### src/rtl/sysmon_pkg.sv
// sysmon_pkg: shared register map, state encoding and small helpers for the
// thermal fan controller that sits beside rv_sysmon.
package sysmon_pkg;

  // Register byte offsets on the peripheral bus
  localparam logic [4:0] SM_CTRL   = 5'h00;
  localparam logic [4:0] SM_DUTY   = 5'h04;
  localparam logic [4:0] SM_TEMP   = 5'h08;
  localparam logic [4:0] SM_T_LO   = 5'h0C;
  localparam logic [4:0] SM_T_HI   = 5'h10;
  localparam logic [4:0] SM_TMAX   = 5'h14;
  localparam logic [4:0] SM_STATUS = 5'h18;

  // ADC channel carrying the on-die temperature sensor
  localparam logic [5:0] TEMP_CH = 6'd0;

  // Threshold values after reset
  localparam logic [15:0] T_LO_RST = 16'h9800;
  localparam logic [15:0] T_HI_RST = 16'hA000;

  // Fan controller state; the encoding is visible in STATUS[2:0]
  typedef enum logic [2:0] {
    ST_IDLE   = 3'd0,
    ST_MANUAL = 3'd1,
    ST_QUIET  = 3'd2,
    ST_HOT    = 3'd3,
    ST_FAULT  = 3'd4
  } fan_state_t;

  // Replace only the byte lanes that are enabled
  function automatic logic [15:0] merge16(input logic [15:0] oldVal,
                                         input logic [15:0] newVal,
                                         input logic [1:0]  lanes);
    logic [15:0] result;
    result = oldVal;
    if (lanes[0]) result[7:0]  = newVal[7:0];
    if (lanes[1]) result[15:8] = newVal[15:8];
    return result;
  endfunction

  // Move one LSB toward the target, or hold when already there
  function automatic logic [7:0] stepToward(input logic [7:0] cur,
                                            input logic [7:0] tgt);
    logic [7:0] result;
    result = cur;
    if (cur < tgt)      result = cur + 8'd1;
    else if (cur > tgt) result = cur - 8'd1;
    return result;
  endfunction

endpackage

### src/rtl/fan_pwm.sv
// fan_pwm: prescaled 8-bit PWM generator. The counter advances once every
// PWM_DIV clocks; o_wrap pulses on the clock where it rolls 255 -> 0 so the
// controller can slew the duty once per PWM period.
module fan_pwm
  #(parameter int PWM_DIV = 40)
  (
    input  logic       cclk,
    input  logic       xreset,
    input  logic [7:0] i_duty,
    output logic       o_wrap,
    output logic       o_pwm
  );

  localparam int DIV_W = (PWM_DIV > 1) ? $clog2(PWM_DIV) : 1;

  logic [DIV_W-1:0] r_div;
  logic [7:0]       r_cnt;
  logic             w_tick;

  assign w_tick = (r_div == DIV_W'(PWM_DIV - 1));

  // Prescaler: divides the bus clock down to the PWM tick rate
  always_ff @(posedge cclk or negedge xreset) begin
    if (!xreset)     r_div <= '0;
    else if (w_tick) r_div <= '0;
    else             r_div <= r_div + 1'b1;
  end

  // 8-bit PWM counter, free running, advances on each tick
  always_ff @(posedge cclk or negedge xreset) begin
    if (!xreset)     r_cnt <= 8'd0;
    else if (w_tick) r_cnt <= r_cnt + 8'd1;
  end

  assign o_wrap = w_tick && (r_cnt == 8'hFF);
  assign o_pwm  = (r_cnt < i_duty) || (i_duty == 8'hFF);

endmodule

### src/rtl/sysmon_fan_ctrl.sv
// sysmon_fan_ctrl: thermal fan controller. Filters the temperature channel of
// the sysmon EOC stream, tracks the peak, runs a hysteresis state machine and
// slews the fan PWM duty. Define SYSMON_FAN_WATCHDOG_EN to compile in the
// sample watchdog and the FAULT state.
module sysmon_fan_ctrl
  import sysmon_pkg::*;
  #(
    parameter int         PWM_DIV   = 40,
    parameter logic [7:0] DUTY_MIN  = 8'h40,
    parameter int         AVG_SHIFT = 2,
    parameter int         TIMEOUT   = 1_000_000
  )
  (
    input  logic        cclk,
    input  logic        xreset,
    input  logic [4:0]  adr,
    input  logic        cs,
    input  logic [3:0]  we,
    input  logic        re,
    input  logic [31:0] dw,
    output logic [31:0] dr,
    output logic        rdy,
    input  logic        eoc_in,
    input  logic [5:0]  channel_in,
    input  logic [15:0] ad_data,
    output logic        fan_out
  );

  // Control / configuration registers
  logic        r_en;
  logic        r_auto;
  logic        r_force;
  logic [7:0]  r_dutyMan;
  logic [15:0] r_tLo;
  logic [15:0] r_tHi;

  // Measurement state
  logic [15:0] r_temp;
  logic [15:0] r_tMax;
  logic [7:0]  r_count;
  logic        r_first;
  logic        r_armed;

  // Control state
  fan_state_t  r_state;
  fan_state_t  w_nextState;
  logic [7:0]  r_applied;
  logic [7:0]  w_target;
  logic [31:0] r_dr;
  logic [31:0] w_rdata;

  logic               w_wr;
  logic               w_rd;
  logic               w_wrCtrl;
  logic               w_clrMax;
  logic               w_sample;
  logic signed [16:0] w_diff;
  logic signed [16:0] w_delta;
  logic               w_thrMove;
  logic               w_wdExpire;
  logic               w_wrap;
  logic               w_pwm;
  logic               w_unused;

  assign w_wr     = cs && (we != 4'b0000);
  assign w_rd     = cs && re;
  assign w_wrCtrl = w_wr && (adr == SM_CTRL) && we[0];
  assign w_clrMax = w_wrCtrl && dw[2];
  assign w_sample = eoc_in && (channel_in == TEMP_CH);

  // 17-bit signed error so a full-scale drop still shifts arithmetically
  assign w_diff  = $signed({1'b0, ad_data}) - $signed({1'b0, r_temp});
  assign w_delta = w_diff >>> AVG_SHIFT;

  assign w_unused = ^{dw[31:16], we[3:2]};

  // CTRL bits; CLR_MAX is a pulse and is never stored
  always_ff @(posedge cclk or negedge xreset) begin
    if (!xreset) begin
      r_en    <= 1'b0;
      r_auto  <= 1'b0;
      r_force <= 1'b0;
    end else if (w_wrCtrl) begin
      r_en    <= dw[0];
      r_auto  <= dw[1];
      r_force <= dw[7];
    end
  end

  // Manual duty and thresholds, byte-lane writable
  always_ff @(posedge cclk or negedge xreset) begin
    if (!xreset) begin
      r_dutyMan <= 8'd0;
      r_tLo     <= T_LO_RST;
      r_tHi     <= T_HI_RST;
    end else if (w_wr) begin
      if (adr == SM_DUTY && we[0]) r_dutyMan <= dw[7:0];
      if (adr == SM_T_LO)          r_tLo     <= merge16(r_tLo, dw[15:0], we[1:0]);
      if (adr == SM_T_HI)          r_tHi     <= merge16(r_tHi, dw[15:0], we[1:0]);
    end
  end

  // Next sample seeds the filter after reset or whenever EN is switched on
  always_ff @(posedge cclk or negedge xreset) begin
    if (!xreset)                         r_first <= 1'b1;
    else if (w_wrCtrl && dw[0] && !r_en) r_first <= 1'b1;
    else if (w_sample)                   r_first <= 1'b0;
  end

  // Exponential filter, peak tracker and sample counter
  always_ff @(posedge cclk or negedge xreset) begin
    if (!xreset) begin
      r_temp  <= 16'd0;
      r_tMax  <= 16'd0;
      r_count <= 8'd0;
    end else begin
      if (w_sample) begin
        r_temp  <= r_first ? ad_data : (r_temp + w_delta[15:0]);
        r_count <= r_count + 8'd1;
        if (w_clrMax || (ad_data > r_tMax)) r_tMax <= ad_data;
      end else if (w_clrMax) begin
        r_tMax <= 16'd0;
      end
    end
  end

  // Each sample allows one threshold crossing, so overlapping thresholds
  // cannot make QUIET/HOT toggle every clock
  always_ff @(posedge cclk or negedge xreset) begin
    if (!xreset)        r_armed <= 1'b0;
    else if (w_sample)  r_armed <= 1'b1;
    else if (w_thrMove) r_armed <= 1'b0;
  end

  assign w_thrMove = ((r_state == ST_QUIET) && (w_nextState == ST_HOT)) ||
                     ((r_state == ST_HOT)   && (w_nextState == ST_QUIET));

`ifdef SYSMON_FAN_WATCHDOG_EN
  localparam int WD_W = $clog2(TIMEOUT + 1);

  logic [WD_W-1:0] r_wdog;
  logic            w_wdActive;

  assign w_wdActive = (r_state == ST_QUIET) || (r_state == ST_HOT);
  assign w_wdExpire = w_wdActive && !w_sample && (r_wdog == WD_W'(TIMEOUT - 1));

  // Watchdog: counts clocks since the last temperature sample while regulating
  always_ff @(posedge cclk or negedge xreset) begin
    if (!xreset)                        r_wdog <= '0;
    else if (w_sample || !w_wdActive)   r_wdog <= '0;
    else if (r_wdog != WD_W'(TIMEOUT))  r_wdog <= r_wdog + 1'b1;
  end
`else
  logic w_unused_timeout;

  assign w_wdExpire       = 1'b0;
  assign w_unused_timeout = (TIMEOUT == 0);
`endif

  // Next-state logic for the hysteresis controller
  always_comb begin
    w_nextState = r_state;
    if (!r_en) begin
      w_nextState = ST_IDLE;
    end else begin
      case (r_state)
        ST_IDLE:   w_nextState = r_auto ? ST_QUIET : ST_MANUAL;
        ST_MANUAL: if (r_auto) w_nextState = ST_QUIET;
        ST_QUIET: begin
          if (!r_auto)                          w_nextState = ST_MANUAL;
          else if (w_wdExpire)                  w_nextState = ST_FAULT;
          else if (r_armed && (r_temp >= r_tHi)) w_nextState = ST_HOT;
        end
        ST_HOT: begin
          if (!r_auto)                          w_nextState = ST_MANUAL;
          else if (w_wdExpire)                  w_nextState = ST_FAULT;
          else if (r_armed && (r_temp < r_tLo))  w_nextState = ST_QUIET;
        end
        ST_FAULT:  if (w_sample) w_nextState = ST_QUIET;
        default:   w_nextState = ST_IDLE;
      endcase
    end
  end

  // State register
  always_ff @(posedge cclk or negedge xreset) begin
    if (!xreset) r_state <= ST_IDLE;
    else         r_state <= w_nextState;
  end

  // Duty the current state asks for
  always_comb begin
    w_target = 8'd0;
    case (r_state)
      ST_IDLE:   w_target = 8'd0;
      ST_MANUAL: w_target = r_dutyMan;
      ST_QUIET:  w_target = DUTY_MIN;
      ST_HOT:    w_target = 8'hFF;
      ST_FAULT:  w_target = 8'hFF;
      default:   w_target = 8'd0;
    endcase
  end

  // Applied duty: FORCE and IDLE act at once, otherwise slew once per period
  always_ff @(posedge cclk or negedge xreset) begin
    if (!xreset)                 r_applied <= 8'd0;
    else if (r_force)            r_applied <= 8'hFF;
    else if (r_state == ST_IDLE) r_applied <= 8'd0;
    else if (w_wrap)             r_applied <= stepToward(r_applied, w_target);
  end

  // Read data selection
  always_comb begin
    w_rdata = 32'd0;
    case (adr)
      SM_CTRL:   w_rdata = {24'd0, r_force, 4'd0, 1'b0, r_auto, r_en};
      SM_DUTY:   w_rdata = {24'd0, r_applied};
      SM_TEMP:   w_rdata = {16'd0, r_temp};
      SM_T_LO:   w_rdata = {16'd0, r_tLo};
      SM_T_HI:   w_rdata = {16'd0, r_tHi};
      SM_TMAX:   w_rdata = {16'd0, r_tMax};
      SM_STATUS: w_rdata = {16'd0, r_count, 5'd0, r_state};
      default:   w_rdata = 32'd0;
    endcase
  end

  // Registered read port, holds until the next read strobe
  always_ff @(posedge cclk or negedge xreset) begin
    if (!xreset)   r_dr <= 32'd0;
    else if (w_rd) r_dr <= w_rdata;
  end

  fan_pwm #(.PWM_DIV(PWM_DIV)) u_pwm (
    .cclk   (cclk),
    .xreset (xreset),
    .i_duty (r_applied),
    .o_wrap (w_wrap),
    .o_pwm  (w_pwm)
  );

  assign dr      = r_dr;
  assign rdy     = 1'b1;
  assign fan_out = w_pwm;

endmodule
### config.mk
export PLATFORM = sky130hd
export DESIGN_NAME = sysmon_fan_ctrl
export DESIGN_NICKNAME = d
export VERILOG_FILES = /design/src/rtl/sysmon_pkg.sv /design/src/rtl/fan_pwm.sv /design/src/rtl/sysmon_fan_ctrl.sv
export SDC_FILE = /design/constraint.sdc
export NUM_CORES = 1
export LEC_CHECK = 0
export BUFFER_PORTS_ARGS = -buffer_cell sky130_fd_sc_hd__buf_2
export CAP_MARGIN = 25
export CORE_MARGIN = 4
export CORE_UTILIZATION = 55
export DETAILED_ROUTE_END_ITERATION = 6
export HOLD_SLACK_MARGIN = 0.03
export PLACE_DENSITY_LB_ADDON = 0.2
export SYNTH_ARGS = -nofsm -noshare
export SYNTH_HDL_FRONTEND = slang
export SYNTH_SLANG_ARGS = --single-unit
### constraint.sdc
create_clock -name cclk -period 5.5 [get_ports cclk]
set_input_delay 0.275 -clock cclk [delete_from_list [all_inputs] [get_ports cclk]]
set_output_delay 0.275 -clock cclk [all_outputs]
set_load 0.02 [all_outputs]
Yosys cells after proc, flatten, opt, wreduce, memory -nomap -nowiden:

Cells that the tools add are included.

* bits in registers: 142
* bits in latches: 0
* bits in writable memories: 0
* bits in read-only memories: 0
* input bits: 68
* memories: 0

* $add $sub $neg: 7
* multipliers: 0
* divide/modulo/power cells: 0
* magnitude comparators: 6
* equality and inequality tests: 16
* shift operators: 0
* muxes and demuxes: 25
* bitwise logic cells: 0
* reductions and logical operators: 35

Operators with widths (count)
* $pmux 16 s7: 1
* $mux 16: 4
* $mux 8: 5
* $add 8x1->8 const B: 3
* $pmux 8 s3: 1
* $mux 3: 7
* $sub 16x16->17: 1
* $add 16x16->16: 1
* $eq 8x8->1 const B: 2
* $ge 16x16->1: 1
* $gt 16x16->1: 1
* $lt 16x16->1: 1
* $lt 8x8->1: 2
* $eq 5x5->1 const B: 3
* $pmux 3 s5: 1
* $logic_and 1x1->1: 14
* $eq 3x2->1 const B: 4
* $reduce_and 3->1: 4
* $eq 5x4->1 const B: 2
* $gt 8x8->1: 1
* $reduce_bool 4->1: 2
* $sub 8x1->8 const B: 1
* $add 6x1->6 const B: 1
* $eq 6x6->1 const B: 1
* 16 further kinds: 25

Longest topological paths before layout:

Gate-level depths: netlist of run 1.

* word-level depth: 11
* mapped depth: 20

Cells and area by module:

A second synthesis of run 1 with hierarchy kept.

* cells, all modules: 939
* area total of the unflattened synthesis: 8942.3 um^2

Modules (own cells, without submodules)
* sysmon_fan_ctrl: instances 1, cells each 860, area an instance 8117.8 um^2, sequential area each 2810.2 um^2
* fan_pwm: instances 1, cells each 79, area an instance 824.5 um^2, sequential area each 350.3 um^2

Worst setup path before layout of run 1:

OpenSTA, ideal clock, no wires.

* path type: reg2reg
* from: reg r_state[1]
* to: reg r_applied[7]
* setup time: 0.127 ns
* data arrival time: 4.198 ns
* setup slack: 1.175 ns
* cell stages (with the launch flop): 19
* period minus slack after synthesis: 4.325 ns
* path through: dfrtp_1 clkbuf_1 nor3b_1 nor2_1 ha_1 nor2b_1 o21a_1 o21ai_0 a21oi_1 nand2b_1 ha_1 a21o_1 a21oi_1 o21bai_1 a2111oi_0 nor3_1 xor2_1 a31oi_1 o2bb2a_1

* word-level cells in the longest chain between the ends: 8
* elaborated cells on any way between the ends: 16
* those cells by class: 2 x order compare; 4 x eq/ne; 5 x mux; 5 x reduce/logical

Ends and longest elaborated chain
* from (decl): RTL line sysmon_fan_ctrl.sv:45 `fan_state_t r_state;`
* from (signal assigned): RTL line sysmon_fan_ctrl.sv:188 `else r_state <= w_nextState;`
* $eq 3x2->1 or $eq 3x3->1 (tied branches): RTL line sysmon_fan_ctrl.sv:194 `case (r_state)`
* $reduce_or 2->1 (no source line)
* $pmux 8 s3: RTL line sysmon_fan_ctrl.sv:194
* $lt 8x8->1: RTL line sysmon_pkg.sv:46 `if (cur < tgt) result = cur + 8'd1;`
* $mux 8: RTL line sysmon_pkg.sv:46
* $mux 8: RTL line sysmon_fan_ctrl.sv:209 `else if (w_wrap) r_applied <= stepToward(r_applied, w_target);`
* $mux 8: RTL line sysmon_fan_ctrl.sv:208 `else if (r_state == ST_IDLE) r_applied <= 8'd0;`
* $mux 8: RTL line sysmon_fan_ctrl.sv:207 `else if (r_force) r_applied <= 8'hFF;`
* to (signal assigned): RTL line sysmon_fan_ctrl.sv:209
* to (decl): RTL line sysmon_fan_ctrl.sv:47 `logic [7:0] r_applied;`

Several ways; a longest one is shown, not always the timed one. The select of a mux whose other input is x is not followed.
A chain may end at the register's enable or synchronous reset.

Worst setup path in the final report of run 1:

Same ends and word-level chain as after synthesis.

==> results of run 1 <==
metrics by stage:
step / hold WS, ns / setup WS [ns] / std cells
after floorplan: -0.0206 / 1.18 / 1004
after global placement: 0.407 / 1.24 / 1233
after detailed placement: 0.402 / 1.17 / 1233
after CTS: 0.0566 / 1.13 / 1266
after global routing: 0.0716 / 0.776 / 1266
final: 0.0680 / 1.08 / 1266
synth_stat cells, types with 7 or more instances:
library cell | instances | area share
nor2_1 | 56 | 0.024
inv_1 | 86 | 0.036
a21oi_1 | 65 | 0.037
o21ai_0 | 88 | 0.049
xor2_1 | 20 | 0.020
o21a_1 | 11 | 0.0093
dfrtp_1 | 120 | 0.34
xnor2_1 | 26 | 0.026
and3_1 | 12 | 0.0084
nor2b_1 | 11 | 0.0077
o2bb2ai_1 | 7 | 0.0069
nor3_1 | 17 | 0.0096
a222oi_1 | 9 | 0.010
a22oi_1 | 14 | 0.012
buf_2 | 10 | 0.0056
a32o_1 | 11 | 0.012
clkbuf_1 | 27 | 0.011
a22o_1 | 11 | 0.011
nand2_1 | 104 | 0.044
buf_4 | 17 | 0.014
mux2_2 | 13 | 0.016
ha_1 | 101 | 0.14
a21o_1 | 27 | 0.023
a211oi_1 | 13 | 0.011
nand4_1 | 18 | 0.013
report_power, final:
group	leakage [nW]	internal (mW)	switching (mW)
registers	1.53	1.08	0.223
logic	2.95	1.00	1.22
clock network	0.291	0.736	0.424
sequential cells by signal (all words and copies together), names as in the netlist, 3 cells and up:
register	count
r_state	3
r_count	8
dr	16
r_temp	16
r_applied	8
r_tHi	16
r_dutyMan	8
r_tMax	16
u_pwm.r_cnt	8
u_pwm.r_div	6
r_tLo	16
critical path, delay by kind of cell, from the launching register on:
| family | cells | cell delay (ns) |
|---|---|---|
| buffers and inverters | 1 | 0.20 |
| XOR/XNOR | 1 | 0.18 |
| adder cells (fa/ha/maj) | 2 | 0.63 |
| AND/OR/NAND/NOR | 5 | 0.87 |
| flip-flops | 1 | 0.54 |
| AO/OA/AOI/OAI | 9 | 1.85 |
routing by layer:
layer | global-route usage | wire (um)
met1 | 0.353 | 10300
met2 | 0.397 | 10100
met3 | 0.0479 | 1610
met4 | 0.0655 | 289
met5 | 0 | 0
area by class of cell:
class | instances | area [um^2]
clock inverter | 13 | 165
clock buffer | 19 | 453
fill | 1386 | 5990
multi-input combinational | 735 | 5150
tap | 216 | 270
timing repair buffer | 71 | 373
inverter | 86 | 323
sequential | 126 | 3160
how the worst max path moves through the flow:
| stage | depth (start not counted) | startpoint | to |
|---|---|---|---|
| final | 18 | r_state[1]$_DFF_PN0_ | r_applied[7]$_DFFE_PN0P_ |
| after global routing | 18 | r_state[1]$_DFF_PN0_ | r_applied[7]$_DFFE_PN0P_ |
| after CTS | 18 | r_state[1]$_DFF_PN0_ | r_applied[7]$_DFFE_PN0P_ |
| after detailed placement | 18 | r_state[1]$_DFF_PN0_ | r_applied[7]$_DFFE_PN0P_ |
| after global placement | 18 | r_state[1]$_DFF_PN0_ | r_applied[7]$_DFFE_PN0P_ |
| after floorplan | 18 | r_state[1]$_DFF_PN0_ | r_applied[7]$_DFFE_PN0P_ |
cell families after synthesis:
kind of cell,Yosys count
other,2
and+or+nand+nor,252
xor gates and xnor gates,46
AOI/OAI and AO/OA,301
buffers and inverters,143
muxes,16
DFF,126
adders and majority gates,103
==> flow_summary.ini, run 1 <==
[yosys]
synth.distinct_cells = 71
muxShareOfSynthArea = 0.0198
ys_ff_latch = 126
synthFlopType = dfrtp_1
synth_xor_area_frac = 0.0453
synth_fa_ha_area_frac = 0.146
ys_seq_area_frac = 0.355
synth_compound_area_frac = 0.226
async_flop_share = 1.00
synth_area_mm2 = 0.00890
synth-edff-count = 0
syn_inst = 989
synth_simple_gate_area_frac = 0.134
synth_area_per_cell_um2 = 9.00
yosys_warnings = 0
synth_top_family_by_area = compound AO/OA/AOI/OAI gates

[clock_tree]
cts-resized-gates = 0
path_clk_slew_ns = 0.06
hold_buffers = 1
cts_tree = yes
clockRootBuffer = clkbuf_16
clk_latency_ns = 0.43
clockBufferDepth = 2
cts_made_buffers = 17
htreeDepth = 4
cts.sinks = 126
post_cts_buffers = 0

[grt]
grt_util_all_layers = 0.250
grt_max_degree = 67
grt_pass1_vias = 6947
antenna_found_initial = 0
grt_pass1_wl_mm = 35.8
grt.overflow.total = 0

[routing]
wl_per_cell_um = 17.6
drt_pass1_iterations = 7
first_iter_violations = 551
vias_per_cell = 5.87
drt_wl_total_mm = 22.3
drc_errors = 2
antenna_left = 0
routed-via-count = 7427

[sta]
max_slew_margin = 0.440
grt_setup_unrepaired = no
setup_violations = 0
fin_skew_ns = 0.00770
fmax_ghz = 0.226
period_needed_ns = 4.42
worstMarginPinSlew_ns = 0.840
hold_viol = 0
fin_tns_setup_ns = 0
drv_slew = 0
min_period_over_period = 0.803

[finish]
finish.instance_area_mm2 = 0.00990
syn2layout_area_growth_pct = 11.2
final_util = 0.623
layout-drive-gt1-share = 0.130
antenna_cells = 0
final_cell_mix = 120 x dfrtp_1, 104 x nand2_1, 101 x ha_1, 88 x o21ai_0, 86 x inv_1
layout_commonest_cell = dfrtp_1
final_nets = 1208

[pwr]
power.density_mw_per_mm2 = 473
power.leakage_nw = 4.78
fin_total_pwr_mw = 4.68
peakVddDrop_v = 0.000293

[floorplanning]
core-area_mm2 = 0.0159
die_w_um = 135
num_rows = 46
die-area_mm2 = 0.0183
die_y_um = 135
pin_count = 102
initial_utilization = 0.560

[placement]
place_area_mm2 = 0.00927
numPortBuffers = 66
hpwl_mm = 17.2
routabilityCongestion = 0.891

[hold_path]
min_path_type = input pin to flip-flop
whs_path_depth = 3
min_from = dw[12]
min_to = r_tHi[12]$_DFFE_PN0P_

[worst_setup_path]
critPathKind = flip-flop to flip-flop
critPathRequiredTime_ns = 5.80
crit_slowest_cell = dfrtp_1
critPathCaptureType = flip-flop
worstPathMaxFanout = 14
crit_arrival_ns = 4.72
rrSetupSlack_ns = 1.08
critPathLaunchType = flip-flop
cpPeakStageDelay_ns = 0.54
r2r-start = r_state[1]$_DFF_PN0_
rr_worst_depth = 18
r2r_end = r_applied[7]$_DFFE_PN0P_
crit_path_cell_trace = nor3b_1 -> buf_4 -> nor2_1 -> ha_1 -> nor2b_1 -> o21a_1 -> o21ai_0 -> a21oi_1 -> nand2b_1 -> ha_1 -> a21o_1 -> a21oi_1 -> o21bai_1 -> a2111oi_0 -> nor3_1 -> xor2_1 -> a31oi_1 -> o2bb2a_1

[status]
outcome = finished with violations
violations = DRC

[job]
cap_violations = 0
No activity file was read; power rests on OpenSTA's default activity.
==> inputs of run 2 (changes only) <==
--- a/config.mk
+++ b/config.mk
@@ -8,7 +8,7 @@
 export BUFFER_PORTS_ARGS = -buffer_cell sky130_fd_sc_hd__buf_2
 export CAP_MARGIN = 25
 export CORE_MARGIN = 4
-export CORE_UTILIZATION = 55
+export CORE_UTILIZATION = 54
 export DETAILED_ROUTE_END_ITERATION = 6
 export HOLD_SLACK_MARGIN = 0.03
 export PLACE_DENSITY_LB_ADDON = 0.2
==> constraint.sdc (replaced) <==
create_clock -name cclk -period 3.75 [get_ports cclk]
set_input_delay 0.1875 -clock cclk [delete_from_list [all_inputs] [get_ports cclk]]
set_output_delay 0.1875 -clock cclk [all_outputs]
set_load 0.02 [all_outputs]
==> flow_summary.ini, run 2 (synthesis results as in run 1) <==
[hold_path]
min_path_type = input pin to flip-flop

[sta]
fin_skew_ns = 0.00931
min_period_over_period = 0.965
drv_slew = 0
whs_ns = 0.0487
fmax_ghz = 0.276
period_needed_ns = 3.62
worstMarginPinSlew_ns = 0.826
max_slew_margin = 0.445
hold_viol = 0
layout_setup_ws_ns = 0.132
grt_setup_unrepaired = yes
fin_tns_setup_ns = 0
setup_violations = 0

[floorplanning]
die_w_um = 136
core-area_mm2 = 0.0160
num_rows = 46
die_y_um = 136
pin_count = 102
die-area_mm2 = 0.0186
initial_utilization = 0.556

[placement]
numPortBuffers = 66
place_inst = 1267
routabilityCongestion = 0.890
dp_slack_ns = -0.0161
hpwl_mm = 17.5
place_area_mm2 = 0.00957

[clock_tree]
cts.sinks = 126
clk_latency_ns = 0.43
cts_tree = yes
path_clk_slew_ns = 0.06
clockBufferDepth = 2
clockRootBuffer = clkbuf_16
cts_made_buffers = 17
htreeDepth = 4

[worst_setup_path]
crit_arrival_ns = 3.92
worstPathMaxFanout = 4
critPathRequiredTime_ns = 4.05
critPathKind = flip-flop to flip-flop
critPathCaptureType = flip-flop
critPathLaunchType = flip-flop

[finish]
layout-drive-gt1-share = 0.184
final_cell_mix = 119 x dfrtp_1, 103 x nand2_1, 98 x ha_1, 86 x inv_1, 85 x o21ai_0
antenna_cells = 0
finish.instance_area_mm2 = 0.0104
nFillCells = 1343
final_nets = 1258
final_util = 0.651
final_cells = 1316
syn2layout_area_growth_pct = 17.0
layout_commonest_cell = dfrtp_1

[grt]
grt_util_all_layers = 0.260
grt.overflow.total = 0
grt_pass1_wl_mm = 37.5
grt_pass1_vias = 7288
antenna_found_initial = 0
grt_max_degree = 80

[pwr]
power.density_mw_per_mm2 = 698
peakVddDrop_v = 0.000451
power.leakage_nw = 5.01
fin_total_pwr_mw = 7.27

[routing]
antenna_left = 0
drt_wl_total_mm = 23.4
drc_errors = 0
vias_per_cell = 5.84
first_iter_violations = 634
routed-via-count = 7682
drt_pass1_iterations = 5
wl_per_cell_um = 17.8

[job]
cap_violations = 0

[status]
outcome = finished clean
run 2: changes by cell type in the layout (fill, tap and decap cells not counted), sizes merged:
cell         delta
clkinvlp        -1
clkbuf          +2
buf            +38
clkinv          +2
bufinv          -3
dlygate4sd3    +12
run 2: cell type report:
cell class,count,area [um^2],share of cell area
Timing Repair Buffer,121,811,0.0779
Multi-Input combinational cell,735,5330,0.512
Clock buffer,21,450,0.0433
Tap cell,216,270,0.0260
Clock inverter,11,70.1,0.00673
Inverter,86,323,0.0310
Sequential cell,126,3160,0.304
run 2: worst max-delay path: stages (launching register included):
cell and delay, ns:
dfrtp_1 0.38, inv_1 0.10, ha_4 0.20, a21o_1 0.18, a31o_4 0.23, a211oi_4 0.27
and2b_1 0.24, nor3_1 0.15, nor2_1 0.07, ha_1 0.36, nand2_2 0.11, o21ai_2 0.17
a21o_1 0.19, a22oi_2 0.11, a21oi_2 0.17, xor2_1 0.24, mux2i_1 0.22, o211ai_1 0.10
run 2: final timing paths:
path,end,from,depth (start not counted),slack [ns]
worst max register to register,r_temp[15]$_DFFE_PN0P_,r_temp[2]$_DFFE_PN0P_,17,0.13
worst min register to register,dr[12]$_DFFE_PN0P_,dr[12]$_DFFE_PN0P_,2,0.47
worst max-delay path,r_temp[15]$_DFFE_PN0P_,r_temp[2]$_DFFE_PN0P_,17,0.13
max in group asynchronous,r_tLo[12]$_DFFE_PN1P_,xreset,3,2.97
worst min-delay path,r_tMax[15]$_DFFE_PN0P_,ad_data[15],3,0.05
min in group asynchronous,r_count[4]$_DFFE_PN0P_,xreset,2,0.17
run 2: power breakdown:
group,leakage [nW],internal (mW),switching [mW]
logic,3.23,1.83,2.13
registers,1.53,1.58,0.250
clock network,0.252,0.853,0.613
total,5.01,4.27,2.99
run 2: layer usage:
metal	GRT usage	up-vias	wire length (um)	share of wire
li1	-	3699	-	-
met1	0.370	3688	10900	0.46
met2	0.395	256	10500	0.45
met3	0.0448	39	1550	0.066
met4	0.100	0	538	0.023
met5	0	-	0	0
run 2: repair_timing:
item | in CTS | in global routing
endpoints found under the hold margin | 94 | 0
resized for setup | 2 | 31
pin swaps | 1 | 26
hold buffers | 13 | 0
buffers inserted | 0 | 3
setup endpoints to repair | 2 | 8
==> inputs of run 3 (changes only) <==
--- a/config.mk
+++ b/config.mk
@@ -11,6 +11,7 @@
 export CORE_UTILIZATION = 54
 export DETAILED_ROUTE_END_ITERATION = 6
 export HOLD_SLACK_MARGIN = 0.03
+export MAX_ROUTING_LAYER = met4
 export PLACE_DENSITY_LB_ADDON = 0.2
 export SYNTH_ARGS = -nofsm -noshare
 export SYNTH_HDL_FRONTEND = slang
==> flow_summary.ini, run 3 (synthesis results as in run 1) <==
[sta]
grt_setup_unrepaired = yes
max_slew_margin = 0.435
layout_setup_ws_ns = 0.136
worstMarginPinSlew_ns = 0.840
hold_viol = 0
whs_ns = 0.0463
setup_violations = 0
period_needed_ns = 3.61
drv_slew = 0
fmax_ghz = 0.277
min_period_over_period = 0.964
fin_skew_ns = 0.00972
fin_tns_setup_ns = 0

[worst_setup_path]
rr_worst_depth = 17
r2r-start = r_temp[2]$_DFFE_PN0P_
r2r_end = r_temp[15]$_DFFE_PN0P_
crit_arrival_ns = 3.92
critPathLaunchType = flip-flop
rrSetupSlack_ns = 0.14
critPathKind = flip-flop to flip-flop
critPathCaptureType = flip-flop
worstPathMaxFanout = 4
critPathRequiredTime_ns = 4.05

[floorplanning]
die_y_um = 136
initial_utilization = 0.556
core-area_mm2 = 0.0160
die_w_um = 136
num_rows = 46
pin_count = 102
die-area_mm2 = 0.0186

[finish]
nFillCells = 1343
final_cell_mix = 119 x dfrtp_1, 103 x nand2_1, 98 x ha_1, 86 x inv_1, 85 x o21ai_0
layout_commonest_cell = dfrtp_1
antenna_cells = 0
layout-drive-gt1-share = 0.184
syn2layout_area_growth_pct = 17.0
final_nets = 1258

[grt]
grt_util_all_layers = 0.268
grt.overflow.total = 0
grt_pass1_vias = 7289
grt_pass1_wl_mm = 37.5
grt_max_degree = 80
antenna_found_initial = 0

[pwr]
power_switching_mw = 3.01
pwr-share-clk = 0.203
peakVddDrop_v = 0.000450
fin_total_pwr_mw = 7.28
power.density_mw_per_mm2 = 699
p_seq_frac = 0.252
p_comb_frac = 0.545
power.leakage_nw = 5.01
switching_share = 0.413
p_int_mw = 4.27

[routing]
vias_per_cell = 5.84
wl_per_cell_um = 17.8
drt_wl_total_mm = 23.4
first_iter_violations = 548
drc_errors = 0
drt_pass1_iterations = 5
antenna_left = 0
routed-via-count = 7690

[hold_path]
min_to = r_tMax[6]$_DFFE_PN0P_
min_from = ad_data[6]
whs_path_depth = 3
min_path_type = input pin to flip-flop

[status]
outcome = finished clean

[clock_tree]
clockRootBuffer = clkbuf_16
clockBufferDepth = 2
cts_made_buffers = 17
htreeDepth = 4
cts.sinks = 126
clk_latency_ns = 0.43
cts_tree = yes
path_clk_slew_ns = 0.06

[placement]
numPortBuffers = 66
dp_slack_ns = -0.0161
routabilityCongestion = 0.905
hpwl_mm = 17.5

[job]
cap_violations = 0
-- run 3: cell counts in the layout (fill, tap and decap cells not counted) --
No cell type changed its count.
-- run 3: stage by stage --
| stage | cells | util | cell area, um^2 |
|---|---|---|---|
| after floorplan | 1004 | - | 8990 |
| after global placement | 1267 | 0.598 | 9570 |
| after detailed placement | 1267 | 0.598 | 9570 |
| after CTS | 1312 | 0.639 | 10200 |
| after global routing | 1316 | 0.651 | 10400 |
| final | 1316 | 0.651 | 10400 |
-- run 3: cell type report --
class	instances	area, um^2	area share
repair buffers	121	811	0.0779
inverters	86	323	0.0310
flip-flops and latches	126	3160	0.304
well taps	216	270	0.0260
clock buffers	21	450	0.0433
clock inverters	11	70.1	0.00673
multi-input cells	735	5330	0.512
-- run 3: what timing repair did --
action	4_1_cts	5_1_grt
endpoints found under the setup margin	2	8
hold buffers	13	0
buffers inserted	0	3
resized for setup	2	31
pin swaps	1	26
hold endpoints to repair	94	0
-- run 3: power by group through the flow --
stage               Clock, mW  Combinational, mW  Sequential (mW)
floorplan                   0               2.69             1.77
global placement            0               3.50             1.83
detailed placement          0               3.59             1.83
CTS                      1.49               3.65             1.82
global route             1.54               4.46             1.86
finish                   1.47               3.97             1.83
-- run 3: worst max-delay path: stages (launching register included) --
cell,delay [ns]
dfrtp_1,0.38
inv_1,0.10
ha_4,0.20
a21o_1,0.18
a31o_4,0.23
a211oi_4,0.27
and2b_1,0.24
nor3_1,0.15
nor2_1,0.07
ha_1,0.36
nand2_2,0.10
o21ai_2,0.17
a21o_1,0.19
a22oi_2,0.11
a21oi_2,0.17
xor2_1,0.24
mux2i_1,0.22
o211ai_1,0.10
-- run 3: metal layers --
metal,track usage,vias up,part of all wire,routed length (um)
met5,-,-,0,0
met4,0.0952,0,0.022,509
met3,0.0485,43,0.073,1710
met2,0.397,256,0.45,10500
met1,0.370,3694,0.46,10700
li1,-,3697,-,-
-- run 3: worst max path at each step --
stage / from / endpoint / depth (start not counted) / slack [ns]
floorplan: r_state[1]$_DFF_PN0_ / r_applied[7]$_DFFE_PN0P_ / 18 / 0.009
global placement: r_temp[2]$_DFFE_PN0P_ / r_temp[15]$_DFFE_PN0P_ / 18 / 0.06
detailed placement: r_temp[4]$_DFFE_PN0P_ / r_temp[15]$_DFFE_PN0P_ / 18 / -0.02
CTS: r_temp[2]$_DFFE_PN0P_ / r_temp[15]$_DFFE_PN0P_ / 18 / 0.01
global route: r_state[0]$_DFF_PN0_ / r_applied[7]$_DFFE_PN0P_ / 17 / -0.06
finish: r_temp[2]$_DFFE_PN0P_ / r_temp[15]$_DFFE_PN0P_ / 17 / 0.14
